### src/rtl/data_sram_bridge.sv
// Bridges the core's single-cycle M-stage data port onto an SRAM-like addr_ok/data_ok bus,
// stalling the pipeline while an access is outstanding, with flush handling and a timeout watchdog.
module data_sram_bridge #(
   parameter int unsigned TIMEOUT  = 255,
   parameter logic [31:0] ERR_DATA = 32'hDEADBEEF
) (
   input  logic        clk,
   input  logic        rst,
   input  logic        memenM,
   input  logic [3:0]  memwriteM,
   input  logic [31:0] aluoutM,
   input  logic [31:0] writedataM,
   input  logic        flushM,
   output logic [31:0] readdataM,
   output logic        stallM,
   output logic        bus_req,
   output logic        bus_wr,
   output logic [3:0]  bus_wstrb,
   output logic [31:0] bus_addr,
   output logic [31:0] bus_wdata,
   input  logic        bus_addr_ok,
   input  logic        bus_data_ok,
   input  logic [31:0] bus_rdata,
   output logic        bus_err
);

   typedef enum logic [1:0] {
      S_IDLE,
      S_REQ,
      S_WAIT,
      S_DONE
   } state_t;

   localparam logic [15:0] TIMEOUT_LAST = 16'(TIMEOUT - 1);

   state_t      state;
   state_t      state_nxt;
   logic [15:0] cnt;
   logic        discard;
   logic        access;
   logic        discard_eff;
   logic        timeout_hit;

   assign access      = (memenM | (|memwriteM)) & ~flushM;
   assign discard_eff = discard | flushM;
   assign timeout_hit = (cnt == TIMEOUT_LAST);

   always_ff @(posedge clk) begin
      if (!rst) begin
         state <= S_IDLE;
      end else begin
         state <= state_nxt;
      end
   end

   always_comb begin
      state_nxt = state;
      stallM    = 1'b0;
      bus_req   = 1'b0;
      case (state)
         S_IDLE: begin
            stallM = access;
            if (access) begin
               state_nxt = S_REQ;
            end
         end
         S_REQ: begin
            bus_req = 1'b1;
            stallM  = 1'b1;
            if (bus_addr_ok) begin
               if (bus_data_ok) begin
                  state_nxt = flushM ? S_IDLE : S_DONE;
               end else begin
                  state_nxt = S_WAIT;
               end
            end else if (flushM) begin
               // Request never accepted, so it can be withdrawn outright.
               stallM    = 1'b0;
               state_nxt = S_IDLE;
            end
         end
         S_WAIT: begin
            stallM = 1'b1;
            if (bus_data_ok || timeout_hit) begin
               state_nxt = discard_eff ? S_IDLE : S_DONE;
            end
         end
         S_DONE: begin
            state_nxt = S_IDLE;
         end
         default: begin
            state_nxt = S_IDLE;
         end
      endcase
   end

   always_ff @(posedge clk) begin
      if (!rst) begin
         readdataM <= '0;
         bus_wr    <= 1'b0;
         bus_wstrb <= '0;
         bus_addr  <= '0;
         bus_wdata <= '0;
         bus_err   <= 1'b0;
         cnt       <= '0;
         discard   <= 1'b0;
      end else begin
         case (state)
            S_IDLE: begin
               if (access) begin
                  bus_addr  <= aluoutM & ~32'h3;
                  bus_wdata <= writedataM;
                  bus_wr    <= |memwriteM;
                  bus_wstrb <= memwriteM;
                  discard   <= 1'b0;
               end
            end
            S_REQ: begin
               if (bus_addr_ok) begin
                  cnt     <= '0;
                  discard <= flushM;
                  if (bus_data_ok && !bus_wr && !flushM) begin
                     readdataM <= bus_rdata;
                  end
               end
            end
            S_WAIT: begin
               cnt <= cnt + 16'd1;
               if (flushM) begin
                  discard <= 1'b1;
               end
               if (bus_data_ok) begin
                  if (!bus_wr && !discard_eff) begin
                     readdataM <= bus_rdata;
                  end
               end else if (timeout_hit) begin
                  // Sticky until reset; a late data_ok lands outside WAIT and is dropped.
                  bus_err <= 1'b1;
                  if (!bus_wr && !discard_eff) begin
                     readdataM <= ERR_DATA;
                  end
               end
            end
            default: begin
            end
         endcase
      end
   end

endmodule

### config.mk
export PLATFORM = sky130hd
export DESIGN_NAME = data_sram_bridge
export DESIGN_NICKNAME = d
export VERILOG_FILES = /design/src/rtl/data_sram_bridge.sv
export SDC_FILE = /design/constraint.sdc
export NUM_CORES = 1
export LEC_CHECK = 0
export ABC_AREA = 1
export CORE_MARGIN = 2
export CORE_UTILIZATION = 46
export CTS_CLUSTER_SIZE = 20
export DETAILED_ROUTE_END_ITERATION = 10
export GPL_ROUTABILITY_DRIVEN = 0
export HOLD_SLACK_MARGIN = 0.05
export PLACE_DENSITY = 0.9
export SLEW_MARGIN = 30
export SYNTH_ARGS = -nofsm -noshare
export SYNTH_HDL_FRONTEND = slang
export SYNTH_SLANG_ARGS = --single-unit
### constraint.sdc
create_clock -name clk -period 2.9 [get_ports clk]
set_input_delay 0.435 -clock clk [delete_from_list [all_inputs] [get_ports clk]]
set_output_delay 0.435 -clock clk [all_outputs]
set_load 0.01 [all_outputs]
* Word level (Yosys, flattened, before mapping)
Index checks and enable logic that the tools add are counted.
** Word-level totals
- Flip-flop bits (word level) :: 119
- Input port bits :: 106
- Output and inout port bits :: 104
- Logic and storage cells :: 69
** Operators by class
- Add/sub/neg operators :: 1
- Equal/unequal tests :: 12
- Mux-type cells :: 25
- Bitwise operators :: 5
- Reductions and logical operators :: 17
** Operator list (count)
- 2-to-1 mux 32 bit :: 6
- one-hot mux 32 bit (2 select lines) :: 1
- one-hot mux 16 bit (2 select lines) :: 1
- adder 16 x 1 -> 16 bit, second input constant :: 1
- equality test 16 x 8 -> 1 bit, second input constant :: 1
- 2-to-1 mux 16 bit :: 1
- 2-to-1 mux 2 bit :: 7
- inequality test 2 bit, second input constant :: 6
- one-hot mux 2 bit (4 select lines) :: 1
- 2-to-1 mux 1 bit :: 6
- inequality test 3 bit, second input constant :: 2
- one-hot mux 1 bit (3 select lines) :: 2
- AND reduction 3 bit :: 2
- AND reduction 5 bit :: 1
- equality test 2 bit, second input constant :: 2
- AND reduction 2 bit :: 2
- AND reduction 4 bit :: 1
- OR reduction 4 bit :: 1
- logical AND 1 bit :: 3
- logical NOT 1 bit :: 3
- nonzero test 3 bit :: 1
- equality test 2 x 1 -> 1 bit, second input constant :: 1
- logical NOT 2 bit :: 1
- inverter 1 bit :: 2
- 4 further kinds :: 5

* Longest topological paths before layout
Gate-level depths: netlist (run 1).
- Word-level depth :: 7
- Gate-level depth with buffers :: 11
- Depth with buffers taken out :: 10

* Worst setup path before layout (run 1)
OpenSTA, ideal clock, no wires.
- Path kind :: flip-flop to output port
- From :: register state[0]
- To :: output stallM
- Arrival time :: 1336 ps
- Data required time :: 2465 ps
- Slack :: 1129 ps
- Stages on the path, launching flop included :: 7
- Path buffers :: 2
- Cell sequence :: dfxtp_1 -> inv_1 -> ha_1 -> nand3_1 -> buf_4 -> buf_4 -> a31oi_1
** On the way
- Word-level cells in the longest chain between the ends :: 2
- Elaborated cells between the ends (all ways) :: 4
** Ends and longest elaborated chain
- start, declared :: line 36 : state_t state;
- start signal, assigned :: line 52 : state <= state_nxt;
- equality test 2 bit (tied with other cells) :: line 60 : case (state)
- one-hot mux 1 bit (3 select lines) (*) :: line 60
- end, declared :: line 15 : output logic stallM,
Every way passes the cells marked *; elsewhere a longest branch is shown, timed or not.

* Worst setup path in the final report (run 1)
- From :: register state[1]
- To :: output stallM
Same word-level chain as after synthesis.

==> results of run 1 <==
## through the flow
step	cells	total power [mW]	hold WS [ps]
final	1014	6.36	462
after global routing	1014	6.75	471
after detailed placement	983	4.40	454
after CTS	1014	6.40	459
after floorplan	672	3.42	440
after global placement	983	4.35	446
## logic make-up (layout without fill, tap and decap cells)
group                    count (synthesis)  count (layout)  synth area share
flip-flops                             119             119             0.490
XOR/XNOR                                 1               1           0.00180
AND/OR/NAND/NOR                        372             372             0.312
other                                    1               2          0.000772
AO/OA/AOI/OAI                          104             104             0.112
adder cells (fa/ha/maj)                  7               7            0.0180
buffers and inverters                   67             273            0.0649
## flip-flops by register name, summed over array words and instances, names as in the netlist
| register | count |
|---|---|
| bus_wdata | 32 |
| readdataM | 32 |
| bus_addr | 30 |
| cnt | 16 |
| bus_wstrb | 4 |
| state | 2 |
| bus_err | 1 |
| bus_wr | 1 |
| discard | 1 |
## layout by cell type, fill, tap and decap left out, types with 3 or more instances in the layout
cell type	Yosys	final
clkdlybuf4s50_1	0	205
inv_1	22	21
clkinvlp_4	0	3
a31oi_1	4	4
inv_6	0	5
nand4_1	3	3
clkbuf_16	0	16
dfxtp_1	119	119
nand2_2	3	3
o21ai_0	7	7
nand3_1	47	46
nand2_1	205	205
inv_2	3	4
nor3_1	4	4
nor2_1	102	102
buf_4	8	8
ha_1	7	7
a21oi_1	87	87
## per-layer routing
layer / vias to the layer above / wire [µm]
met5: - / 0
met4: 0 / 290
met3: 24 / 1450
met2: 194 / 6540
met1: 2274 / 5230
li1: 2534 / -
## worst max-delay path: stages (launching register included)
cell             delay [ps]
dfxtp_1                 320
inv_1                   120
ha_1                    370
o21ai_0                 150
a31oi_1                 220
clkdlybuf4s50_1         590
## path summary, 6_finish.rpt
path / endpoint
hold / removal: bus_wdata[2]$_SDFFE_PN0P_
setup / recovery: stallM
hold reg to reg: bus_wdata[2]$_SDFFE_PN0P_
setup reg to reg: cnt[8]$_SDFFE_PN0P_
## power groups by stage
stage | registers (mW) | logic (mW) | clock network (mW)
2_1_floorplan | 2.31 | 1.11 | 0
3_3_place_gp | 2.16 | 2.20 | 0
3_5_place_dp | 2.17 | 2.23 | 0
4_1_cts | 2.14 | 2.25 | 2.02
5_1_grt | 2.18 | 2.49 | 2.08
6_report | 2.14 | 2.23 | 1.99
## synthesized netlist by cell type, types with 2 or more instances
| cell type | number |
|---|---|
| nand2_1 | 205 |
| dfxtp_1 | 119 |
| nor2_1 | 102 |
| a21oi_1 | 87 |
| nand3_1 | 47 |
| inv_1 | 22 |
| clkbuf_1 | 15 |
| buf_2 | 12 |
| buf_4 | 8 |
| ha_1 | 7 |
| o21ai_0 | 7 |
| a31oi_1 | 4 |
| nor3_1 | 4 |
| inv_2 | 3 |
| nand2_2 | 3 |
| nand4_1 | 3 |
| buf_6 | 2 |
| clkinv_1 | 2 |
| nand2_4 | 2 |
| nand3b_1 | 2 |
| nor2_2 | 2 |
| nor2_4 | 2 |
| o21a_1 | 2 |
## layout make-up
| cell class | count | area [µm²] |
|---|---|---|
| clock buffer | 18 | 418 |
| clock inverter | 13 | 145 |
| fill | 794 | 2750 |
| inverter | 28 | 108 |
| multi-input combinational | 486 | 2170 |
| sequential | 119 | 2380 |
| tap | 136 | 170 |
| timing repair buffer | 214 | 2130 |
==> run_results.csv, run 1 <==
group,metric,value,unit
status,outcome,"finished clean",
floorplan,floorplan.initialDensity,0.473,
cts,ctsResizeCount,0,
place,hpwlAfterDp,9270,µm
cts,clock_latency,510,ps
logic_synthesis,avgSynthCellArea,7.24,µm²
setup_path,cp_launch_point,"state[1]$_SDFFE_PN0P_",
grt,gr-usage-met1,0.263,
sta,final_hold_viol_count,0,
place,port-buffer-count,205,
setup_path,crit_path_max_fanout,9,
setup_path,crit-reg2reg-launch,"state[1]$_SDFFE_PN0P_",
logic_synthesis,yosys_register_bits,119,
grt,grt_start_max_net_pins,66,
sta,setup_viol,0,
cts,cts_made_buffers,17,
floorplan,rows,37,
sta,layout_min_cycle_time,2690,ps
grt,overflow,0,
sta,worst_clock_skew,17.9,ps
sta,setup_tns,0,ps
sta,maximum_achievable_frequency,0.371,GHz
cts,cts.clk_slew.worst_paths,60,ps
logic_synthesis,post_synthesis_cell_area,4860,µm²
logic_synthesis,yosys.cell_types.count,32,
grt,gr-usage-met2,0.415,
floorplan,die_x,107,µm
layout,area_growth,54.9,%
power,power_frac_seq,0.336,
logic_synthesis,synthArstFlopShare,0,
logic_synthesis,predominant_post_synthesis_flop_cell,"dfxtp_1",
sta,min_period_over_period,0.929,
setup_path,worst_path_required_time,2470,ps
logic_synthesis,post-synth-top-area-cell,"dfxtp_1",
grt,top_usage_layer,"met2",
cts,clock-root-buffer,"clkbuf_8",
logic_synthesis,synth-seq-area-share,0.490,
route,postRouteWirelength,13500,µm
power,powerDensity,845,nW/µm²
cts,cts.path.max_buffers,2,
power,total_switching_power,2.12,mW
grt,grt_first_pass_wirelength,22100,µm
route,post_drt_via_cell_ratio,4.96,
cts,clock_sink_count,119,
job,cap_violations,0,
grt,antenna_found_initial,0,
power,netSwitchingFraction,0.333,
power,internal-power,4.24,mW
power,clock_power_share,0.313,
logic_synthesis,synth_top_cell_area_share,0.490,
place,preCtsSetupSlack,472,ps
worst_hold_path,hold_class,"reg2reg",
layout,diode_insertion_count_for_antenna_repair,0,
setup_path,crit_arrival,2260,ps
grt,met3_track_utilization_from_global_routing,0.0979,
setup_path,worst-r2r-setup-slack,900,ps
place,postPlaceCellArea,6960,µm²
setup_path,start_kind,"flip-flop",
sta,rsz0062_at_grt,"no",
cts,post_cts.repair.setup_buffers,0,
layout,utilization_after_layout,0.732,
cts,cts.htree.levels,4,
cts,holdBufCountCts,0,
grt,grt_usage,0.239,
logic_synthesis,yosys_warnings,0,
setup_path,worstSetupEndpointType,"output port",
power,power_frac_comb,0.351,
sta,slew_viol_final,0,
floorplan,die_ar,11400,µm²
floorplan,core-area,10300,µm²
floorplan,chipHeight,107,µm
logic_synthesis,synth_enable_flop_cells,0,
route,count_of_tritonroute_iterations_in_the_first_routing_pass,6,
power,cellLeakagePower,2.94,nW
route,detail-route-antenna-nets,0,
route,routed_len_inst,13.3,µm
route,drt_iter0_markers,330,
logic_synthesis,syn-instance-count,671,
grt,via_count_of_the_first_global_routing_pass,4914,
layout,layout-drive-gt1-share,0.0626,
route,dr_total_vias,5026,
cts,cts_tree,"yes",
setup_path,crit_type,"reg2out",
floorplan,io_pins,210,
logic_synthesis,synth_top_cells_by_area,"dfxtp_1 (49%), nand2_1 (16%), a21oi_1 (9.0%)",
layout,stdcell_area,7520,µm²
route,drc,0,
worst_hold_path,hold_path_depth,2,
power,ir_drop,0.720,mV
layout,final_net_count,979,
setup_path,timing.reg2reg.worst_path_depth,9,
worst_hold_path,timing.hold.worst.start,"bus_wdata[2]$_SDFFE_PN0P_",
sta,worst_slack,207,ps
Note: power is estimated with default switching activity, not from simulation.
==> inputs of run 2 (changes only) <==
--- a/config.mk
+++ b/config.mk
@@ -5,9 +5,8 @@
 export SDC_FILE = /design/constraint.sdc
 export NUM_CORES = 1
 export LEC_CHECK = 0
-export ABC_AREA = 1
 export CORE_MARGIN = 2
-export CORE_UTILIZATION = 46
+export CORE_UTILIZATION = 45
 export CTS_CLUSTER_SIZE = 20
 export DETAILED_ROUTE_END_ITERATION = 10
 export GPL_ROUTABILITY_DRIVEN = 0
==> run 2 against run 1 <==
Compared with the run above: register-to-register slack got worse by 480 ps; largest cell class unchanged; critical endpoint unchanged; flip-flop and latch count did not move; die area fell by 3.2%; wire length rose by 1.4%; clock power rose by 6%.
==> run_results.csv, run 2 <==
group,metric,value,unit
route,drc,0,
grt,via_count_of_the_first_global_routing_pass,4504,
route,routedLengthMet1,5610,µm
route,dr_total_vias,4662,
sta,rsz0062_at_grt,"no",
layout,diode_insertion_count_for_antenna_repair,0,
sta,final_hold_viol_count,0,
logic_synthesis,predominant_post_synthesis_flop_cell,"dfxtp_1",
floorplan,core-area,9820,µm²
grt,grt_first_pass_wirelength,22000,µm
floorplan,die_x,105,µm
worst_hold_path,hold_class,"reg2reg",
logic_synthesis,arithmetic_cell_share_of_the_synthesized_area_counting_full_adders_half_adders_and_majority_gates,0.0191,
cts,holdBufCountCts,0,
cts,clock_sink_count,119,
route,postRouteWirelength,13700,µm
layout,fillerInstances,705,
layout,mostFrequentLayoutCells,"clkdlybuf4s50_1 (205), nand2_1 (162), dfxtp_1 (119)",
setup_path,start_kind,"input port",
grt,grt_start_max_net_pins,68,
route,detail-route-antenna-nets,0,
sta,setup_viol,0,
sta,worst_clock_skew,8.42,ps
cts,cts_tree,"yes",
layout,layout-drive-gt1-share,0.0977,
power,cellLeakagePower,2.70,nW
sta,maximum_achievable_frequency,0.354,GHz
floorplan,die_ar,11000,µm²
sta,layout_min_cycle_time,2830,ps
floorplan,chipHeight,105,µm
logic_synthesis,yosys_warnings,0,
logic_synthesis,synth-seq-area-share,0.519,
logic_synthesis,avgSynthCellArea,8.54,µm²
logic_synthesis,post_synth_mux_area_share,0.00654,
job,cap_violations,0,
layout,utilization_after_layout,0.746,
cts,cts_made_buffers,17,
layout,top_regs,"bus_wdata (32), readdataM (32), bus_addr (30)",
logic_synthesis,post-synth-top-area-cell,"dfxtp_1",
status,outcome,"finished clean",
logic_synthesis,synthArstFlopShare,0,
logic_synthesis,synth_top_family_by_area,"compound AO/OA/AOI/OAI gates",
setup_path,worst_path_required_time,2470,ps
sta,slew_headroom,0.362,
logic_synthesis,synthXorXnorAreaFrac,0.00572,
floorplan,floorplan.initialDensity,0.468,
grt,antenna_found_initial,0,
sta,worstMarginPinSlew,957,ps
setup_path,crit_arrival,2390,ps
route,routed_len_inst,15.6,µm
layout,final_common_cell,"clkdlybuf4s50_1",
logic_synthesis,synth_enable_flop_cells,0,
logic_synthesis,post_synthesis_cell_area,4590,µm²
logic_synthesis,synth_top_cell_area_share,0.519,
cts,post_cts.repair.setup_buffers,0,
logic_synthesis,synth_top_cells_by_area,"dfxtp_1 (52%), nand2_1 (13%), a21oi_1 (9.0%)",
logic_synthesis,synth-simple-area-share,0.200,
route,drt_iter0_markers,254,
logic_synthesis,yosys.cell_types.count,43,
logic_synthesis,yosysMostFrequentCell,"nand2_1",
route,wl_met2,6880,µm
setup_path,crit_type,"in2out",
power,powerDensity,687,nW/µm²
route,post_drt_via_cell_ratio,5.30,
logic_synthesis,netlist_top_cells_count,"nand2_1 (162), dfxtp_1 (119), a21oi_1 (83)",
logic_synthesis,syn-instance-count,538,
cts,clock_latency,500,ps
cts,clock-root-buffer,"clkbuf_8",
cts,ctsResizeCount,0,
logic_synthesis,yosys_register_bits,119,
cts,cts.path.max_buffers,2,
floorplan,rows,36,
place,port-buffer-count,205,
cts,cts.htree.levels,4,
setup_path,crit_path_max_fanout,2,
sta,fin_worst_hold_slack,452,ps
route,met3_wl,920,µm
sta,setup_tns,0,ps
sta,slew_viol_final,0,
layout,area_growth,59.4,%
layout,final_net_count,847,
grt,grt_usage,0.244,
logic_synthesis,fraction_of_the_mapped_netlist_area_in_compound_gates,0.201,
place,hpwlAfterDp,9620,µm
route,count_of_tritonroute_iterations_in_the_first_routing_pass,4,
floorplan,io_pins,210,
grt,overflow,0,
route,top_layer,"met4",
cts,cts.clk_slew.worst_paths,50,ps
sta,min_period_over_period,0.975,
power,ir_drop,0.429,mV
setup_path,worstSetupEndpointType,"output port",
run 2: worst paths after layout:
path,startpoint,end,slack (ps),cells past startpoint
worst min-delay path,bus_wdata[20]$_SDFFE_PN0P_,bus_wdata[20]$_SDFFE_PN0P_,450,2
worst min register to register,bus_wdata[20]$_SDFFE_PN0P_,bus_wdata[20]$_SDFFE_PN0P_,450,2
worst max register to register,state[1]$_SDFFE_PN0P_,readdataM[7]$_SDFFE_PN0P_,420,6
worst max-delay path,memwriteM[0],stallM,70,5
run 2: layout make-up:
class	count	area, µm²	share of cell area
repair buffers	215	2140	0.292
flip-flops and latches	119	2380	0.325
clock buffers	19	432	0.0589
inverters	10	37.5	0.00513
well taps	133	166	0.0227
clock inverters	13	169	0.0231
multi-input cells	371	2000	0.273
run 2: stage by stage:
stage	total power, mW	cell area, µm²	worst slack, ps	instances
floorplan	2.41	4600	671	539
global placement	2.91	6720	140	848
detailed placement	2.96	6720	138	848
CTS	5.06	7320	87.6	880
global route	5.24	7320	16.3	880
finish	5.03	7320	72.0	880
run 2: cells by family after synthesis:
kind of cell	Yosys count
and+or+nand+nor	214
AOI/OAI and AO/OA	142
DFF	119
buffers and inverters	49
adders and majority gates	7
xor gates and xnor gates	3
muxes	3
other	1
run 2: critical path, cell delays in order:
cell and delay [ps]:
clkdlybuf4s50_1 420, or4_1 600, o211ai_1 270, a31oi_1 150
clkdlybuf4s50_1 520
run 2: power by group:
| part | switching, mW | internal [mW] |
|---|---|---|
| sequential | 0.0847 | 1.79 |
| clock | 0.762 | 1.34 |
| combinational | 0.500 | 0.552 |
run 2: metal layers:
metal | vias to the layer above | global-route usage
li1 | 2252 | -
met1 | 2184 | 0.275
met2 | 203 | 0.433
met3 | 23 | 0.0755
met4 | 0 | 0.0886
met5 | - | 0
==> inputs of run 3 (changes only) <==
--- a/config.mk
+++ b/config.mk
@@ -5,6 +5,7 @@
 export SDC_FILE = /design/constraint.sdc
 export NUM_CORES = 1
 export LEC_CHECK = 0
+export CORE_ASPECT_RATIO = 0.9
 export CORE_MARGIN = 2
 export CORE_UTILIZATION = 45
 export CTS_CLUSTER_SIZE = 20
@@ -12,6 +13,7 @@
 export GPL_ROUTABILITY_DRIVEN = 0
 export HOLD_SLACK_MARGIN = 0.05
 export PLACE_DENSITY = 0.9
+export SKIP_LAST_GASP = 1
 export SLEW_MARGIN = 30
 export SYNTH_ARGS = -nofsm -noshare
 export SYNTH_HDL_FRONTEND = slang
==> run 3 against run 2 <==
Compared with the run above: final area decreased by 0.48%; largest cell class unchanged; clock skew increased by 4.2 ps; critical path type unchanged; first-iteration DRC count increased by 30%; sequential share of layout area increased by 0.16 points; sequential power about the same.
==> run_results.csv, run 3 (synthesized netlist as in run 2, its figures left out) <==
group,metric,value,unit
status,outcome,"finished clean",
cts,cts.path.max_buffers,2,
grt,via_count_of_the_first_global_routing_pass,4657,
route,drt_iter0_markers,329,
cts,cts.clk_slew.worst_paths,50,ps
cts,cts.htree.levels,4,
layout,final_common_cell,"clkdlybuf4s50_1",
route,drc,0,
place,hpwlAfterDp,9860,µm
power,power_frac_seq,0.379,
power,total_switching_power,1.34,mW
cts,holdBufCountCts,0,
grt,grt_start_max_net_pins,68,
layout,top_regs,"bus_wdata (32), readdataM (32), bus_addr (30)",
cts,clock-root-buffer,"clkbuf_16",
grt,grt_first_pass_wirelength,22800,µm
layout,final_net_count,847,
setup_path,worst_path_required_time,2470,ps
power,powerDensity,682,nW/µm²
floorplan,core-area,9780,µm²
worst_hold_path,hold_class,"reg2reg",
sta,slew_headroom,0.549,
layout,final_cell_count_without_fillers,873,
floorplan,floorplan.initialDensity,0.469,
sta,worstMarginPinSlew,677,ps
cts,clock_sink_count,119,
cts,clock_latency,410,ps
setup_path,cp_slowest_cell,"or4_1",
layout,layout-drive-gt1-share,0.0977,
setup_path,timing.critical_path.cells,"clkdlybuf4s50_1, or4_1, o211ai_1, a31oi_1, clkdlybuf4s50_1",
layout,mostFrequentLayoutCells,"clkdlybuf4s50_1 (205), nand2_1 (162), dfxtp_1 (119)",
route,count_of_tritonroute_iterations_in_the_first_routing_pass,5,
route,dr_total_vias,4731,
sta,min_period_over_period,0.955,
setup_path,critical-path-top-cell-by-count,"clkdlybuf4s50_1",
route,detail-route-antenna-nets,0,
route,postRouteWirelength,14200,µm
floorplan,rows,34,
power,internal-power,3.63,mW
layout,fillerInstances,661,
power,ir_drop,0.524,mV
cts,cts_tree,"yes",
floorplan,die_x,110,µm
cts,post_cts.repair.setup_buffers,0,
layout,diode_insertion_count_for_antenna_repair,0,
layout,area_growth,58.7,%
grt,grt_usage,0.258,
place,port-buffer-count,205,
setup_path,crit_type,"in2out",
cts,ctsResizeCount,0,
sta,layout_min_cycle_time,2770,ps
setup_path,crit_arrival,2340,ps
place,post-place-cells,841,
power,netSwitchingFraction,0.269,
setup_path,crit_path_max_fanout,2,
setup_path,start_kind,"input port",
job,cap_violations,0,
sta,rsz0062_at_grt,"no",
setup_path,cp_slowest_stage_delay,610,ps
sta,slew_viol_final,0,
cts,cts_made_buffers,17,
sta,setup_tns,0,ps
floorplan,die_ar,11000,µm²
sta,maximum_achievable_frequency,0.361,GHz
sta,final_hold_viol_count,0,
route,routed_len_inst,16.3,µm
setup_path,worstSetupEndpointType,"output port",
power,clock_power_share,0.408,
power,power_frac_comb,0.213,
power,cellLeakagePower,2.69,nW
sta,setup_viol,0,
sta,worst_clock_skew,12.6,ps
route,post_drt_via_cell_ratio,5.42,
floorplan,io_pins,210,
grt,antenna_found_initial,0,
grt,overflow,0,
floorplan,chipHeight,99.8,µm
-- run 3: changes by cell type in the layout (fill, tap and decap cells not counted), sizes merged --
| cell | delta |
|---|---|
| bufinv | -1 |
| clkbuf | +1 |
| inv | -2 |
| clkinv | +2 |
-- run 3: worst paths after layout --
path / cells past startpoint / endpoint / from / slack (ps)
setup / recovery: 5 / stallM / memwriteM[0] / 130
hold / removal: 2 / bus_addr[10]$_SDFFE_PN0P_ / bus_addr[10]$_SDFFE_PN0P_ / 450
setup reg to reg: 7 / readdataM[14]$_SDFFE_PN0P_ / state[1]$_SDFFE_PN0P_ / 450
hold reg to reg: 2 / bus_addr[10]$_SDFFE_PN0P_ / bus_addr[10]$_SDFFE_PN0P_ / 450
-- run 3: worst max-delay path, delay by kind of cell --
kind            cells  cell delay (ps)
buf+inv             2              940
simple gates        1              610
compound gates      2              340
-- run 3: through the flow --
step	worst slack (ps)	utilization	hold WS, ps	power, mW	area, µm²
finish	129	0.745	453	4.97	7290
global route	72.7	0.745	472	5.17	7290
CTS	125	0.745	455	5.00	7290
detailed placement	167	0.686	446	2.96	6710
global placement	162	0.686	441	2.92	6710
floorplan	671	-	430	2.41	4600
-- run 3: routing by layer --
layer,part of all wire,global-route usage,up-vias
li1,-,-,2249
met1,0.39,0.293,2178
met2,0.49,0.452,276
met3,0.10,0.0948,28
met4,0.019,0.0894,0
met5,0,0,-
-- run 3: cell type report --
type	instances	area (µm²)	share of cell area
Clock buffer	20	447	0.0613
Timing Repair Buffer	215	2140	0.294
Multi-Input combinational cell	371	2000	0.274
Sequential cell	119	2380	0.327
Inverter	10	37.5	0.00515
Clock inverter	12	128	0.0175
Tap cell	126	158	0.0216
-- run 3: power groups by stage --
stage	clock network [mW]	logic [mW]	registers (mW)
global route	2.13	1.14	1.90
finish	2.03	1.06	1.89
CTS	2.06	1.06	1.88
global placement	0	1.01	1.90
detailed placement	0	1.04	1.91
floorplan	0	0.433	1.97
